$ cat config.mk
export PLATFORM = sky130hd
export DESIGN_NAME = ifetch_ctrl
export DESIGN_NICKNAME = d
export VERILOG_FILES = /design/src/rtl/fetch_pkg.sv /design/src/rtl/fetch_buf.sv /design/src/rtl/ifetch_ctrl.sv
export SDC_FILE = /design/constraint.sdc
export NUM_CORES = 1
export LEC_CHECK = 0
export ABC_AREA = 1
export CAP_MARGIN = 10
export CELL_PAD_IN_SITES_DETAIL_PLACEMENT = 1
export CELL_PAD_IN_SITES_GLOBAL_PLACEMENT = 2
export CORE_ASPECT_RATIO = 1.2
export CORE_MARGIN = 2
export CORE_UTILIZATION = 31
export CTS_CLUSTER_SIZE = 14
export DETAILED_ROUTE_END_ITERATION = 8
export HOLD_SLACK_MARGIN = 0.02
export PLACE_DENSITY_LB_ADDON = 0.1
export SLEW_MARGIN = 20
export SYNTH_ARGS = -nofsm -noshare
export SYNTH_HDL_FRONTEND = slang
export SYNTH_SLANG_ARGS = --single-unit
$ cat constraint.sdc
create_clock -name clk_i -period 2.3 [get_ports clk_i]
set_clock_uncertainty 0.1 [all_clocks]
set_input_delay 0.69 -clock clk_i [delete_from_list [all_inputs] [get_ports clk_i]]
set_output_delay 0.69 -clock clk_i [all_outputs]
set_load 0.02 [all_outputs]
$ cat src/rtl/fetch_pkg.sv
// fetch_pkg: shared types and constants for the instruction-fetch controller.
package fetch_pkg;
  typedef enum logic [1:0] {IDLE, FETCH, DRAIN} fetch_state_e;
  localparam int FETCH_DEPTH = 2;
  localparam logic [31:0] NOP_DEFAULT = 32'h0000_0013;
  typedef struct packed {
    logic [31:0] pc;
    logic [31:0] inst;
  } fetch_entry_t;
endpackage

$ cat src/rtl/fetch_buf.sv
// fetch_buf: 2-entry synchronous FIFO of fetched {pc, inst}; clear beats push/pop.
module fetch_buf
  import fetch_pkg::*;
(
  input  logic         clk_i,
  input  logic         rst_i,
  input  logic         clear_i,
  input  logic         push_i,
  input  logic         pop_i,
  input  fetch_entry_t data_i,
  output fetch_entry_t head_o,
  output logic [1:0]   count_o
);
  fetch_entry_t mem_q [FETCH_DEPTH];
  logic         wr_q, rd_q;
  logic [1:0]   count_q;
  assign head_o  = mem_q[rd_q];
  assign count_o = count_q;
  always_ff @(posedge clk_i or negedge rst_i) begin
    if (!rst_i) begin
      mem_q[0] <= '0;
      mem_q[1] <= '0;
      wr_q     <= 1'b0;
      rd_q     <= 1'b0;
      count_q  <= '0;
    end else if (clear_i) begin
      wr_q    <= 1'b0;
      rd_q    <= 1'b0;
      count_q <= '0;
    end else begin
      if (push_i) mem_q[wr_q] <= data_i;
      wr_q    <= wr_q ^ push_i;
      rd_q    <= rd_q ^ pop_i;
      count_q <= count_q + {1'b0, push_i} - {1'b0, pop_i};
    end
  end
endmodule

$ cat src/rtl/ifetch_ctrl.sv
// ifetch_ctrl: turns the PC into req/ack memory fetches, buffers results for IF/ID
// and stalls the PC until a fetch completes or a redirect is taken.
module ifetch_ctrl
  import fetch_pkg::*;
#(
  parameter logic [31:0] NOP_INST = NOP_DEFAULT
) (
  input  logic        clk_i,
  input  logic        rst_i,
  input  logic        start_i,
  input  logic [31:0] pc_i,
  input  logic        flush_i,
  input  logic        id_stall_i,
  output logic        mem_req_o,
  output logic [31:0] mem_addr_o,
  input  logic        mem_ack_i,
  input  logic [31:0] mem_rdata_i,
  output logic [31:0] inst_o,
  output logic [31:0] inst_pc_o,
  output logic        inst_valid_o,
  output logic        pc_stall_o
);
  fetch_state_e state_q, state_d;
  logic         pend_q, pend_d;
  logic [31:0]  addr_q, addr_d, drain_addr_q, drain_addr_d;
  logic [1:0]   count;
  fetch_entry_t head;
  logic         launch, complete;
  // A held request keeps its own address so it cannot move even if pc_i does.
  assign launch       = rst_i && state_q != DRAIN && !pend_q && start_i && !flush_i &&
                        count < 2'(FETCH_DEPTH);
  assign mem_req_o    = state_q == DRAIN || pend_q || launch;
  assign mem_addr_o   = state_q == DRAIN ? drain_addr_q : pend_q ? addr_q : launch ? pc_i : '0;
  assign complete     = state_q != DRAIN && mem_req_o && mem_ack_i && !flush_i;
  assign pc_stall_o   = !(flush_i || complete);
  assign inst_valid_o = count != '0;
  assign inst_o       = inst_valid_o ? head.inst : NOP_INST;
  assign inst_pc_o    = inst_valid_o ? head.pc : '0;
  fetch_buf u_buf (
    .clk_i   (clk_i),
    .rst_i   (rst_i),
    .clear_i (flush_i),
    .push_i  (complete),
    .pop_i   (inst_valid_o && !id_stall_i),
    .data_i  ('{pc: mem_addr_o, inst: mem_rdata_i}),
    .head_o  (head),
    .count_o (count)
  );
  always_comb begin
    state_d      = state_q;
    pend_d       = pend_q;
    addr_d       = addr_q;
    drain_addr_d = drain_addr_q;
    if (flush_i) begin
      pend_d       = 1'b0;
      state_d      = (mem_req_o && !mem_ack_i) ? DRAIN : IDLE;
      drain_addr_d = (mem_req_o && !mem_ack_i) ? mem_addr_o : drain_addr_q;
    end else if (state_q == DRAIN) begin
      state_d = mem_ack_i ? IDLE : DRAIN;
    end else if (mem_req_o) begin
      pend_d  = !mem_ack_i;
      addr_d  = mem_addr_o;
      state_d = (!mem_ack_i || start_i) ? FETCH : IDLE;
    end else begin
      state_d = IDLE;
    end
  end
  always_ff @(posedge clk_i or negedge rst_i) begin
    if (!rst_i) begin
      state_q      <= IDLE;
      pend_q       <= 1'b0;
      addr_q       <= '0;
      drain_addr_q <= '0;
    end else begin
      state_q      <= state_d;
      pend_q       <= pend_d;
      addr_q       <= addr_d;
      drain_addr_q <= drain_addr_d;
    end
  end
endmodule

==> results <==
## power by group
part           total (mW)  switching [mW]  internal (mW)  leakage (nW)
Sequential           5.17           0.601           4.57          2.67
Combinational        5.68            2.97           2.71          3.41
Clock                3.13            1.42           1.71         0.298
Total                14.0            4.99           8.99          6.38
## timing repair
| item | 4_1_cts | 5_1_grt |
|---|---|---|
| cloned | 6 | 6 |
| pin swaps | 3 | 26 |
| hold endpoints to repair | 0 | 0 |
| setup endpoints to repair | 116 | 99 |
| resized for setup | 535 | 169 |
| setup buffers | 13 | 23 |
## flip-flops by register name (all words and copies together), names as in the netlist
register	cells
addr_q	32
drain_addr_q	32
pend_q	1
state_q	2
u_buf.count_o	2
u_buf.mem_q	128
u_buf.rd_q	1
u_buf.wr_q	1
## critical path, cell delays in order (launching register included)
cell and delay, ns:
dfrtp_1 0.40, buf_6 0.12, a21oi_4 0.14, buf_12 0.14, clkbuf_16 0.17, nand3_1 0.08, nand2_1 0.09, nand2_2 0.06
inv_1 0.07, buf_6 0.12
## logic make-up (layout without fill, tap and decap cells)
| kind of cell | count (synthesis) | in the layout | share of synthesized area, % |
|---|---|---|---|
| DFF | 199 | 199 | 54.57 |
| buffers and inverters | 157 | 414 | 7.472 |
| AOI/OAI and AO/OA | 289 | 289 | 15.97 |
| other | 0 | 1 | 0 |
| adders and majority gates | 2 | 2 | 0.2742 |
| xor gates and xnor gates | 2 | 2 | 0.1920 |
| and+or+nand+nor | 479 | 479 | 21.52 |
## routing by layer
layer	routed length, um	GRT usage [%]	vias to the layer above
met4	380	4.574	0
met2	15440	35.01	128
met3	970	3.239	21
met1	14090	26.31	4123
met5	0	0	-
li1	-	-	4102
## Yosys cell counts
master,number
nand3_1,38
or2_0,25
nor2_1,8
clkbuf_2,2
inv_1,77
or2_1,2
buf_1,5
nand4_2,1
o21ai_1,33
buf_6,5
dfrtp_1,199
or2_2,5
nand4_1,1
nand2_1,393
a21oi_1,95
nor3_1,2
xor2_1,1
nor2_2,1
buf_4,2
clkbuf_1,28
xnor2_1,1
nor2_4,2
o21ai_0,160
nand2_4,1
inv_2,2
buf_2,36
ha_1,2
a21oi_4,1
## stage by stage
| stage | power, mW | utilization (%) | TNS [ns] |
|---|---|---|---|
| 2_1_floorplan | 7.449 | - | 0 |
| 3_3_place_gp | 9.744 | 41.39 | -97.98 |
| 3_5_place_dp | 9.866 | 41.39 | -99.13 |
| 4_1_cts | 13.46 | 44.53 | -25.71 |
| 5_1_grt | 14.93 | 47.12 | -29.98 |
| 6_report | 13.98 | 47.13 | -21.64 |
## final timing paths
| path | from | endpoint | slack (ns) | cells after the start |
|---|---|---|---|---|
| worst max-delay path | state_q[1] | mem_addr_o[31] | -0.31 | 9 |
| worst min-delay path | rst_i | drain_addr_q[9] | 0.31 | 2 |
| worst max register to register | state_q[1] | u_buf.mem_q[87] | 0.11 | 9 |
| worst min register to register | u_buf.mem_q[58] | u_buf.mem_q[58] | 0.38 | 2 |
| max in group asynchronous | rst_i | u_buf.rd_q | 0.45 | 3 |
| min in group clk_i | u_buf.mem_q[58] | u_buf.mem_q[58] | 0.38 | 2 |
## final cells by class
| type | count | area (sq um) | share of cell area [%] |
|---|---|---|---|
| Clock inverter | 12 | 138.9 | 1.022 |
| Clock buffer | 20 | 466.7 | 3.433 |
| Antenna cell | 1 | 2.502 | 0.01841 |
| Timing Repair Buffer | 303 | 3282 | 24.14 |
| Inverter | 79 | 304.0 | 2.237 |
| Sequential cell | 199 | 4981 | 36.64 |
| Multi-Input combinational cell | 772 | 3938 | 28.96 |
| Tap cell | 385 | 481.7 | 3.543 |
==> metrics <==
syn_nets between 1000 and 1500; failing checks setup timing; Worst-Skew Late Latency around 0.44 ns; DP Wirelength about 19000 um; critical path class reg -> out; dominant cell type by area after synthesis dfrtp_1; total CTS buffers 17; crit share post-route 113.6%; count of final setup violators about 100; CP Capture Type primary output; Core Area approximately 0.029 sq mm; Ys Warns 0; I/O Pins about 170; die height approximately 190 um; fin crit period between 2 and 3 ns; Mean Syn Cell Area around 8 sq um; cell count after placement 1694; Port Buffers between 150 and 200; Req. time, crit path about 1.5 ns; fill count 3388; Synth top area share 54.57%; Post-layout nets roughly 1400; hold buffer count at cts 0; flop and latch count out of synthesis a little under 200; largest net degree at the start of global routing 151; worst-margin pin slew just under 0.9 ns; Final Max Tran Viols 0; vias in the first global route slightly below 9000; CTS H-tree depth 4; CTS Sinks ~200; CTS tree built; Die Area 0.03083 sq mm; pre-CTS setup slack -1.078 ns; synth top area cells dfrtp_1 (55%), nand2_1 (16%), o21ai_0 (8.8%); Worst-path clk slew 0.07 ns; final WL ~31000 um; Post-Synthesis Cells 1128; status finished with violations; most frequent cells in the layout nand2_1 (325), dfrtp_1 (198), o21ai_0 (159); maximum buffer depth of the clock tree 2; Wirelength per Cell 17.44 um; crit path max fanout 8; first-pass GRT wire length around 48000 um; routability cong. about 0.74; Chip Width between 150 and 200 um; fin cells 1771; Initial DRC Count between 300 and 400; post-route setup slack -0.3122 ns; Slew headroom 41.47%; root buf cell clkbuf_16; area delta synth->final 48.96%; PwrDens about 1000 mW/mm^2; row cnt a little under 70; final hold vios 0; CP arrival ~1.8 ns; GRT Resource Usage Total approximately a fifth; RSZ-0062 raised after global routing yes; DRC 0; Via Count ~8400; Placement Cell Area between 0.01 and 0.015 sq mm; vias per cell roughly 4.7; commonest non-fill, non-tap cell in the layout nand2_1; grt ovf 0; initial antenna violation count 1; Synth cell types 28; Hold Path Class in -> async; Design Area, Final 0.01359 sq mm; Peak Freq between 0.3 and 0.4 GHz; Post-DRT Antenna Nets 0; Leak Pwr 6.376 nW; CP Launch Type flip-flop; worst hold margin approximately 0.31 ns; DR pass1 iterations 5; register area share after synthesis a little over half; initial core utilization a little under a third; Max-Cap Viols 0; worst vdd ir 0.0005337 V; layout cells sized above 1 31.77%; Synth Cell Area a little over 0.009 sq mm
Note: power is estimated with default switching activity, not from simulation.
